$ cat src/rtl/cla_pipe_adder_pkg.sv
// Shared defaults and helpers for the pipelined carry-lookahead adder.
//   def_width  : default operand/result width
//   def_group  : default bits resolved per pipeline stage
//   num_groups : stage count for a given width/group split
package cla_pipe_adder_pkg;

    localparam int unsigned DefWidth = 16;
    localparam int unsigned DefGroup = 4;

    function automatic int unsigned num_groups(input int unsigned width,
                                               input int unsigned group);
        return width / group;
    endfunction

endpackage

$ cat src/rtl/cla_pipe_adder_group.sv
// Combinational carry-lookahead group of GROUP bits.
// Ports:
//   a, b  in  GROUP  operand slices
//   cin   in  1      carry into the group
//   s     out GROUP  sum slice
//   cout  out 1      carry out of the group
//   g, p  out 1      group generate / propagate
module cla_group #(
    parameter int unsigned GROUP = 4
) (
    input  logic [GROUP-1:0] a,
    input  logic [GROUP-1:0] b,
    input  logic             cin,
    output logic [GROUP-1:0] s,
    output logic             cout,
    output logic             g,
    output logic             p
);

    logic [GROUP-1:0] gi;
    logic [GROUP-1:0] pi;
    logic [GROUP:0]   c;
    logic             term;

    assign gi = a & b;
    assign pi = a ^ b;

    // Every carry is the fully expanded sum of products, so no bit ripples
    // through its neighbour: c[i+1] = g[i] | p[i]g[i-1] | ... | p[i..0]cin.
    always_comb begin
        c    = '0;
        term = 1'b0;
        c[0] = cin;
        for (int i = 0; i < GROUP; i++) begin
            term = cin;
            for (int j = 0; j <= i; j++) begin
                term = term & pi[j];
            end
            c[i+1] = term;
            for (int j = 0; j <= i; j++) begin
                term = gi[j];
                for (int k = j + 1; k <= i; k++) begin
                    term = term & pi[k];
                end
                c[i+1] = c[i+1] | term;
            end
        end
    end

    always_comb begin
        g = 1'b0;
        for (int j = 0; j < GROUP; j++) begin
            logic t;
            t = gi[j];
            for (int k = j + 1; k < GROUP; k++) begin
                t = t & pi[k];
            end
            g = g | t;
        end
    end

    assign p    = &pi;
    assign s    = pi ^ c[GROUP-1:0];
    assign cout = c[GROUP];

endmodule

$ cat src/rtl/cla_pipe_adder.sv
// Pipelined carry-lookahead adder/subtractor with valid/ready on both sides.
// One GROUP-bit lookahead group is resolved per stage; the carry between
// groups is registered, so latency is NG = WIDTH/GROUP cycles at 1/cycle.
// Ports:
//   clk, rst             clock, asynchronous active-high reset
//   in_valid, in_ready   input handshake (in_ready = !out_valid | out_ready)
//   a, b                 WIDTH-bit operands
//   cin                  carry-in, ignored when sub=1
//   sub                  1: a - b, 0: a + b + cin
//   out_valid, out_ready output handshake
//   s                    result modulo 2^WIDTH
//   cout                 carry out of MSB (for subtract, 1 = no borrow)
//   ovf                  signed overflow
module cla_pipe_adder
    import cla_pipe_adder_pkg::*;
#(
    parameter int unsigned WIDTH = DefWidth,
    parameter int unsigned GROUP = DefGroup
) (
    input  logic             clk,
    input  logic             rst,
    input  logic             in_valid,
    output logic             in_ready,
    input  logic [WIDTH-1:0] a,
    input  logic [WIDTH-1:0] b,
    input  logic             cin,
    input  logic             sub,
    output logic             out_valid,
    input  logic             out_ready,
    output logic [WIDTH-1:0] s,
    output logic             cout,
    output logic             ovf
);

    localparam int unsigned NG = num_groups(WIDTH, GROUP);

    if ((GROUP == 0) || ((WIDTH % GROUP) != 0)) begin : g_bad_split
        $error("cla_pipe_adder: WIDTH must be a nonzero multiple of GROUP");
    end

    // Stage registers
    logic [NG-1:0]    v_q;
    logic [NG-1:0]    c_q;
    logic [WIDTH-1:0] opa_q [NG];
    logic [WIDTH-1:0] opb_q [NG];
    logic [WIDTH-1:0] s_q   [NG];
    logic             msb_q;

    // Stage inputs and next state
    logic [NG-1:0]    v_in;
    logic [NG-1:0]    c_in;
    logic [WIDTH-1:0] opa_in [NG];
    logic [WIDTH-1:0] opb_in [NG];
    logic [WIDTH-1:0] s_in   [NG];
    logic [WIDTH-1:0] s_nxt  [NG];
    logic [GROUP-1:0] grp_s  [NG];
    logic [NG-1:0]    grp_c;
    logic [NG-1:0]    grp_g;
    logic [NG-1:0]    grp_p;
    logic             msb_nxt;
    logic             en;

    // Whole pipe moves together; a stalled output freezes every stage.
    assign en       = ~out_valid | out_ready;
    assign in_ready = en;

    always_comb begin
        for (int k = 0; k < NG; k++) begin
            if (k == 0) begin
                v_in[k]   = in_valid;
                opa_in[k] = a;
                opb_in[k] = sub ? ~b : b;
                c_in[k]   = sub | cin;
                s_in[k]   = '0;
            end else begin
                v_in[k]   = v_q[k-1];
                opa_in[k] = opa_q[k-1];
                opb_in[k] = opb_q[k-1];
                c_in[k]   = c_q[k-1];
                s_in[k]   = s_q[k-1];
            end
        end
    end

    for (genvar k = 0; k < NG; k++) begin : g_stage
        cla_group #(
            .GROUP(GROUP)
        ) u_grp (
            .a    (opa_in[k][k*GROUP +: GROUP]),
            .b    (opb_in[k][k*GROUP +: GROUP]),
            .cin  (c_in[k]),
            .s    (grp_s[k]),
            .cout (grp_c[k]),
            .g    (grp_g[k]),
            .p    (grp_p[k])
        );
    end

    // Group generate/propagate are not needed with one group per stage.
    logic unused_gp;
    assign unused_gp = ^{grp_g, grp_p};

    always_comb begin
        for (int k = 0; k < NG; k++) begin
            s_nxt[k] = s_in[k];
            s_nxt[k][k*GROUP +: GROUP] = grp_s[k];
        end
    end

    // Carry into the MSB recovered from the MSB sum bit and its operands.
    assign msb_nxt = opa_in[NG-1][WIDTH-1] ^ opb_in[NG-1][WIDTH-1] ^ grp_s[NG-1][GROUP-1];

    always_ff @(posedge clk or posedge rst) begin
        if (rst) begin
            v_q   <= '0;
            c_q   <= '0;
            msb_q <= 1'b0;
            for (int k = 0; k < NG; k++) begin
                opa_q[k] <= '0;
                opb_q[k] <= '0;
                s_q[k]   <= '0;
            end
        end else if (en) begin
            v_q   <= v_in;
            c_q   <= grp_c;
            msb_q <= msb_nxt;
            for (int k = 0; k < NG; k++) begin
                opa_q[k] <= opa_in[k];
                opb_q[k] <= opb_in[k];
                s_q[k]   <= s_nxt[k];
            end
        end
    end

    assign out_valid = v_q[NG-1];
    assign s         = s_q[NG-1];
    assign cout      = c_q[NG-1];
    assign ovf       = msb_q ^ c_q[NG-1];

endmodule
$ cat config.mk
export PLATFORM = sky130hd
export DESIGN_NAME = cla_pipe_adder
export DESIGN_NICKNAME = d
export VERILOG_FILES = /design/src/rtl/cla_pipe_adder_pkg.sv /design/src/rtl/cla_pipe_adder_group.sv /design/src/rtl/cla_pipe_adder.sv
export SDC_FILE = /design/constraint.sdc
export NUM_CORES = 1
export LEC_CHECK = 0
export CAP_MARGIN = 20
export CORE_ASPECT_RATIO = 1.25
export CORE_MARGIN = 2
export CORE_UTILIZATION = 55
export CTS_BUF_LIST = sky130_fd_sc_hd__clkbuf_4 sky130_fd_sc_hd__clkbuf_8 sky130_fd_sc_hd__clkbuf_16
export CTS_CLUSTER_SIZE = 24
export DETAILED_ROUTE_END_ITERATION = 6
export PLACE_DENSITY = 0.8
export SETUP_SLACK_MARGIN = 0.2
export SLEW_MARGIN = 20
export SYNTH_ARGS = -nofsm -noshare
export SYNTH_HDL_FRONTEND = slang
export SYNTH_SLANG_ARGS = --single-unit
$ cat constraint.sdc
create_clock -name clk -period 5.25 [get_ports clk]
set_clock_uncertainty 0.05 [all_clocks]
set_input_delay 1.575 -clock clk [delete_from_list [all_inputs] [get_ports clk]]
set_output_delay 1.575 -clock clk [all_outputs]
set_load 0.02 [all_outputs]
==> impl_metrics.toml, run 1 <==
[run_status]
status = "finished clean"

[critical_path]
rrSetupSlack_ps = 3440
start_kind = "input port"
r2r-start = "opb_in[36]"
rr_worst_depth = 5
cp-end-kind = "primary output"
critPathMaxFanout = 2
worstPathRequired_ps = 3630
crit_arrival_ps = 2810
r2r_end = "c_q[1]"
crit_type = "in -> out"

[timing]
setup_tns_ps = 0
holdWs_ps = 418
tightest_slew_ps = 804
hold_viol_final = 0
rsz0062_at_grt = "no"
setup_viol = 0
period_needed_ps = 4430
fin_crit_sh = 0.844
slew_viol_final = 0
maxSlewHeadroom = 0.464
clock.fmax_mhz = 226

[cells_and_area]
multiInputGateArea_um2 = 1800
layout.nets = 571
finish.instance_area_um2 = 5140
diodes = 0
layout_commonest_cell = "nand2_1"
layout_common_cells = "221 x nand2_1, 97 x dfrtp_1, 57 x clkdlybuf4s50_1"
fillers = 644
fin_cells = 609
seqCellArea_um2 = 2430
drive_gt1_frac = 0.0506
syn_to_final_growth_pct = 17.2

[drt]
avgViaCountPerCell = 5.00
firstDrtPassIters = 5
wirelength_um = 7190
num_vias = 3046
drc = 0
drtAntennaViolNets = 0
drt_iter0_markers = 204
wire_per_inst_um = 11.8

[placement]
dpl_cell_area_um2 = 4970
dp_cells = 593
portBuffers = 57
hpwl_um = 4820
place_congestion = 0.771

[hold_path]
hp-class = "reg -> reg"
hold_start = "v_q[2]"
hold-path-endpoint = "v_q[2]"
hold_path_depth = 2

[global_route]
grt_pass1_wl_um = 12600
grt.overflow.total = 0
grt_use_total = 0.176
grt_pass1_vias = 2824
grt_max_degree = 122
antenna_found_initial = 0

[floorplan]
die_area_um2 = 8710
rows = 36
fp.coreArea_um2 = 7790
dieWidth_um = 83.9
dieHeight_um = 104
start_util = 0.563
ios = 58

[logic_synthesis]
synth-simple-area-share = 0.214
synth-xor-area-share = 0.0419
synth_compound_area_frac = 0.0790
synth.largest_area_cell = "dfrtp_1"
synth_top_area_share = 0.553
syn_inst = 459
synth_ff_type = "dfrtp_1"
synth_edf_count = 0
yosys.area_share.adder = 0.0753
synth_top_family_by_area = "simple AND/OR/NAND/NOR gates"
synth_area_um2 = 4390
yosys_warnings = 0
synth_area_leaders = "dfrtp_1 55%, nand2_1 19%, ha_1 5.7%, xnor2_1 3.0%, o21a_1 2.1%"
ys_seq_elements = 97
synth_nets = 521
synth.avg_cell_area_um2 = 9.56
synthMuxAreaShare = 0
synthArstFlopShare = 1.00
synth.distinct_cells = 26
yosysSeqAreaShare = 0.553

[clock_network]
clk_path_buf_depth = 2
cts_root_buf = "clkbuf_8"
cts_hold_buf = 0
clk_pin_slew_ps = 90
cts.repair.resized = 0
post_cts_buffers = 0
cts_buffers = 9
cts_tree = "yes"
clock_sinks = 97
ctsHtreeMaxLevel = 3
clk_latency_ps = 360

[power_and_ir_drop]
p_leak_nw = 2.58
vdd_drop_max_v = 0.000390
power_density_nw_per_um2 = 550
finalPower_mw = 2.83

[run]
cap_violations = 0
[worst max path at each step]
| stage | cells past startpoint | endpoint | slack, ps | start |
|---|---|---|---|---|
| floorplan | 1 | c_q[0] | 1090 | rst |
| global placement | 4 | in_ready | 820 | out_ready |
| detailed placement | 4 | in_ready | 830 | out_ready |
| CTS | 4 | in_ready | 820 | out_ready |
| global route | 4 | in_ready | 790 | out_ready |
| finish | 4 | in_ready | 820 | out_ready |
[cell usage after synthesis (2+ instances only)]
cell	number
nand2_1	221
dfrtp_1	97
ha_1	20
o21ai_0	15
xnor2_1	15
buf_2	13
o21a_1	12
nor3_1	9
o31ai_1	7
xor2_1	6
buf_4	5
nand2b_1	5
fa_1	4
inv_1	4
nor2_1	4
o211a_1	4
o31a_1	4
a21o_1	3
buf_6	3
a21oi_1	2
[area by class of cell]
class | instances | share of cell area
Clock buffer | 11 | 0.0270
Clock inverter | 5 | 0.00608
Inverter | 5 | 0.00414
Multi-Input combinational cell | 335 | 0.350
Sequential cell | 97 | 0.472
Tap cell | 95 | 0.0231
Timing Repair Buffer | 61 | 0.117
[routing by layer]
metal | global-route usage | up-vias | wire [um]
li1 | - | 1556 | -
met1 | 0.232 | 1431 | 3280
met2 | 0.290 | 52 | 3530
met3 | 0.0421 | 7 | 272
met4 | 0.0553 | 0 | 111
met5 | 0 | - | 0
[cells by family (layout without fill, tap and decap cells)]
| family | after synthesis | in the layout |
|---|---|---|
| DFF | 97 | 97 |
| adders and majority gates | 24 | 24 |
| xor gates and xnor gates | 21 | 21 |
| AOI/OAI and AO/OA | 49 | 49 |
| buffers and inverters | 27 | 82 |
| and+or+nand+nor | 241 | 241 |
[critical path, stage by stage]
cell	delay [ps]
clkdlybuf4s50_1	510
nor2b_4	60
inv_2	60
clkdlybuf4s50_1	600
[where the power goes]
part / total, mW / internal, mW / switching, mW
clock network: 0.428 / 0.182 / 0.246
registers: 1.28 / 1.08 / 0.195
logic: 1.13 / 0.521 / 0.606
[sequential cells by signal (all words and copies together), names as in the netlist]
| register | flops |
|---|---|
| c_q | 4 |
| msb_q | 1 |
| opa_in | 24 |
| opb_in | 24 |
| s | 16 |
| s_in | 24 |
| v_q | 4 |
[metrics by stage]
| step | setup slack [ps] | util |
|---|---|---|
| CTS | 816 | 0.660 |
| floorplan | 1090 | - |
| global route | 792 | 0.660 |
| finish | 820 | 0.660 |
| detailed placement | 827 | 0.638 |
| global placement | 824 | 0.638 |
Power figures use the tool's default switching activity.
==> run 2: changes to the inputs <==
clock period = 4.5 ns   (was 5.25 ns; I/O delays follow)
==> run 2 against run 1 <==
Compared with the run above: wire length is 0.35% lower; critical endpoint unchanged; sequential share of layout area is 0.23 points lower; global-route usage grew 0.70 points; largest power group unchanged; register-to-register slack got worse by 760 ps; via count is 0.82% lower; utilization is 0.32 points higher.
==> impl_metrics.toml, run 2 (same netlist as run 1, synthesis figures left out) <==
[global_route]
antenna_found_initial = 0
grt_use_total = 0.183
grt_max_degree = 122
grt_pass1_vias = 2970
grt_pass1_wl_um = 13000
grt.overflow.total = 0

[power_and_ir_drop]
intPower_mw = 2.14
switching_share = 0.361
clock_power_share = 0.162
vdd_drop_max_v = 0.000533
seqPwrFrac = 0.443
power_frac_comb = 0.395
finalPower_mw = 3.35
p_sw_mw = 1.21
p_leak_nw = 2.59
power_density_nw_per_um2 = 648

[drt]
wire_per_inst_um = 11.8
wirelength_um = 7160
firstDrtPassIters = 4
drc = 0
drtAntennaViolNets = 0
avgViaCountPerCell = 4.97
num_vias = 3021
drt_iter0_markers = 202

[clock_network]
clk_latency_ps = 360
post_cts_buffers = 0
cts_hold_buf = 0
clk_pin_slew_ps = 90
clock_sinks = 97
clk_path_buf_depth = 2
ctsHtreeMaxLevel = 3
cts.repair.resized = 0
cts_tree = "yes"
cts_buffers = 9
cts_root_buf = "clkbuf_8"

[timing]
holdWs_ps = 414
layout_setup_ws_ps = 525
setup_viol = 0
slew_viol_final = 0
hold_viol_final = 0
setup_tns_ps = 0
fin_crit_sh = 0.883
maxSlewHeadroom = 0.460
tightest_slew_ps = 810
clock.fmax_mhz = 252
period_needed_ps = 3970
rsz0062_at_grt = "no"

[critical_path]
critPathMaxFanout = 2
start_kind = "input port"
cp_slowest_cell = "clkdlybuf4s50_1"
crit_arrival_ps = 2570
crit_type = "in -> out"
cp-end-kind = "primary output"
worstPathRequired_ps = 3100
crit_top_cell = "clkdlybuf4s50_1"
cp_cell_sequence = "clkdlybuf4s50_1 > nor2b_4 > inv_2 > clkdlybuf4s50_1"
slowest_delay_ps = 590

[floorplan]
dieHeight_um = 104
rows = 36
die_area_um2 = 8710
start_util = 0.563
dieWidth_um = 83.9
ios = 58
fp.coreArea_um2 = 7790

[placement]
post-place-ws_ps = 534
dpl_cell_area_um2 = 4980
portBuffers = 57
place_congestion = 0.756
dp_cells = 594
hpwl_um = 4860

[cells_and_area]
layout.nets = 572
finish.instance_area_um2 = 5170
post-route-util = 0.663
diodes = 0
syn_to_final_growth_pct = 17.8
layout_common_cells = "221 x nand2_1, 97 x dfrtp_1, 57 x clkdlybuf4s50_1"
drive_gt1_frac = 0.0487
layout_commonest_cell = "nand2_1"
fin_cells = 608

[hold_path]
hp-class = "reg -> reg"

[run]
cap_violations = 0

[run_status]
status = "finished clean"
## run 2: final timing paths
path	from	end	slack, ps	depth (start not counted)
max in group asynchronous	rst	opb_in[45]	2240	3
min reg2reg	v_q[2]	v_q[3]	410	1
min	v_q[2]	v_q[3]	410	1
max reg2reg	opb_in[36]	c_q[1]	2680	5
min in group asynchronous	rst	c_q[3]	1430	2
max	out_ready	in_ready	530	4
## run 2: area by class of cell
class / count / area (um2)
Clock buffer: 11 / 145
Clock inverter: 3 / 42.5
Fill cell: 654 / 2620
Inverter: 5 / 21.3
Multi-Input combinational cell: 335 / 1800
Sequential cell: 97 / 2430
Tap cell: 95 / 119
Timing Repair Buffer: 62 / 612
## run 2: worst max-delay path, delay by kind of cell
kind | cells | cell delay, ps
buf+inv | 3 | 1150
simple gates | 1 | 70
## run 2: layer usage
layer,up-vias,wire length (um),GRT usage
li1,1560,-,-
met1,1392,3300,0.230
met2,56,3460,0.299
met3,13,261,0.0397
met4,0,138,0.0899
met5,-,0,0
## run 2: power groups by stage
stage	Combinational [mW]	Clock, mW	Sequential (mW)
after floorplan	0.889	0	1.55
final	1.32	0.545	1.48
after global routing	1.50	0.599	1.54
after detailed placement	1.34	0	1.50
after CTS	1.35	0.561	1.49
after global placement	1.28	0	1.48
==> run 3: changes to the inputs <==
SLEW_MARGIN = not set   (was 20)
==> run 3 against run 2 <==
Compared with the run above: total power up 0.49%; utilization up 0.31 points; clock-buffer cell count unchanged; critical endpoint unchanged; highest routed layer unchanged.
==> impl_metrics.toml, run 3 (same netlist as run 1, synthesis figures left out) <==
[power_and_ir_drop]
power_frac_comb = 0.397
clock_power_share = 0.162
vdd_drop_max_v = 0.000441
p_sw_mw = 1.22
switching_share = 0.361
intPower_mw = 2.15
seqPwrFrac = 0.440
p_leak_nw = 2.60
power_density_nw_per_um2 = 649

[critical_path]
slowest_delay_ps = 590
cpLargestDelayFamily = "buffers and inverters"
cp_num_buf_inv = 3
critPathMaxFanout = 2
crit_arrival_ps = 2570
start_kind = "input port"
cp-end-kind = "primary output"
crit_type = "in -> out"
cp_slowest_cell = "clkdlybuf4s50_1"
cp_cell_sequence = "clkdlybuf4s50_1 > nor2b_4 > inv_2 > clkdlybuf4s50_1"
crit_top_cell = "clkdlybuf4s50_1"
worstPathRequired_ps = 3100

[timing]
rsz0062_at_grt = "no"
slew_viol_final = 0
setup_viol = 0
hold_viol_final = 0
fin_crit_sh = 0.882
maxSlewHeadroom = 0.492
clock.fmax_mhz = 252
setup_tns_ps = 0
period_needed_ps = 3970
tightest_slew_ps = 762
layout_setup_ws_ps = 529

[placement]
portBuffers = 57
hpwl_um = 4860
post-place-ws_ps = 534
place_congestion = 0.756

[clock_network]
post_cts_buffers = 0
clk_latency_ps = 360
clk_pin_slew_ps = 80
cts_root_buf = "clkbuf_8"
ctsHtreeMaxLevel = 3
cts_tree = "yes"
cts_hold_buf = 0
cts_buffers = 9
cts.repair.resized = 0
clock_sinks = 97
clk_path_buf_depth = 2

[hold_path]
hp-class = "reg -> reg"

[run]
cap_violations = 0

[floorplan]
fp.coreArea_um2 = 7790
start_util = 0.563
die_area_um2 = 8710
dieHeight_um = 104
ios = 58
dieWidth_um = 83.9
rows = 36

[drt]
drtAntennaViolNets = 0
drc = 0
wirelength_um = 7230
avgViaCountPerCell = 5.00
firstDrtPassIters = 4
drt_iter0_markers = 200
wire_per_inst_um = 11.9
num_vias = 3045

[global_route]
grt_pass1_vias = 2970
antenna_found_initial = 0
grt_use_total = 0.183
grt_pass1_wl_um = 13000
grt.overflow.total = 0
grt_max_degree = 122

[cells_and_area]
layout.nets = 573
layout_commonest_cell = "nand2_1"
layout_common_cells = "221 x nand2_1, 97 x dfrtp_1, 57 x clkdlybuf4s50_1"
diodes = 0
drive_gt1_frac = 0.0506
syn_to_final_growth_pct = 18.3

[run_status]
status = "finished clean"
==> run 3: path summary, 6_finish.rpt <==
path,cells past startpoint,slack (ps),start,end
min,1,420,v_q[2],v_q[3]
max reg2reg,5,2680,opb_in[36],c_q[1]
max in group asynchronous,3,2240,rst,opa_in[14]
min reg2reg,1,420,v_q[2],v_q[3]
max,4,530,out_ready,in_ready
min in group asynchronous,2,1430,rst,c_q[3]
==> run 3: stage by stage <==
| step | power [mW] | instance area (um2) | utilization | hold WS (ps) | instances |
|---|---|---|---|---|---|
| after global placement | 2.77 | 4980 | 0.639 | 390 | 594 |
| after CTS | 3.40 | 5160 | 0.663 | 416 | 608 |
| after detailed placement | 2.84 | 4980 | 0.639 | 396 | 594 |
| after floorplan | 2.44 | 4390 | - | 380 | 459 |
| final | 3.37 | 5190 | 0.666 | 415 | 609 |
| after global routing | 3.66 | 5190 | 0.666 | 438 | 609 |
==> run 3: power groups by stage <==
| stage | Combinational [mW] | Clock [mW] | Sequential (mW) |
|---|---|---|---|
| after floorplan | 0.889 | 0 | 1.55 |
| after global placement | 1.28 | 0 | 1.48 |
| after detailed placement | 1.34 | 0 | 1.50 |
| after CTS | 1.35 | 0.561 | 1.49 |
| after global routing | 1.52 | 0.599 | 1.54 |
| final | 1.34 | 0.546 | 1.48 |
==> run 3: layout make-up <==
cell class,instances,area (um2)
tap,95,119
fill,651,2600
clock buffer,11,145
clock inverter,3,42.5
multi-input combinational,335,1800
inverter,5,21.3
sequential,97,2430
timing repair buffer,63,636
==> run 3: layer usage <==
metal | GRT usage | up-vias | wire [um]
li1 | - | 1562 | -
met1 | 0.230 | 1408 | 3310
met2 | 0.299 | 63 | 3520
met3 | 0.0397 | 12 | 270
met4 | 0.0899 | 0 | 134
met5 | 0 | - | 0
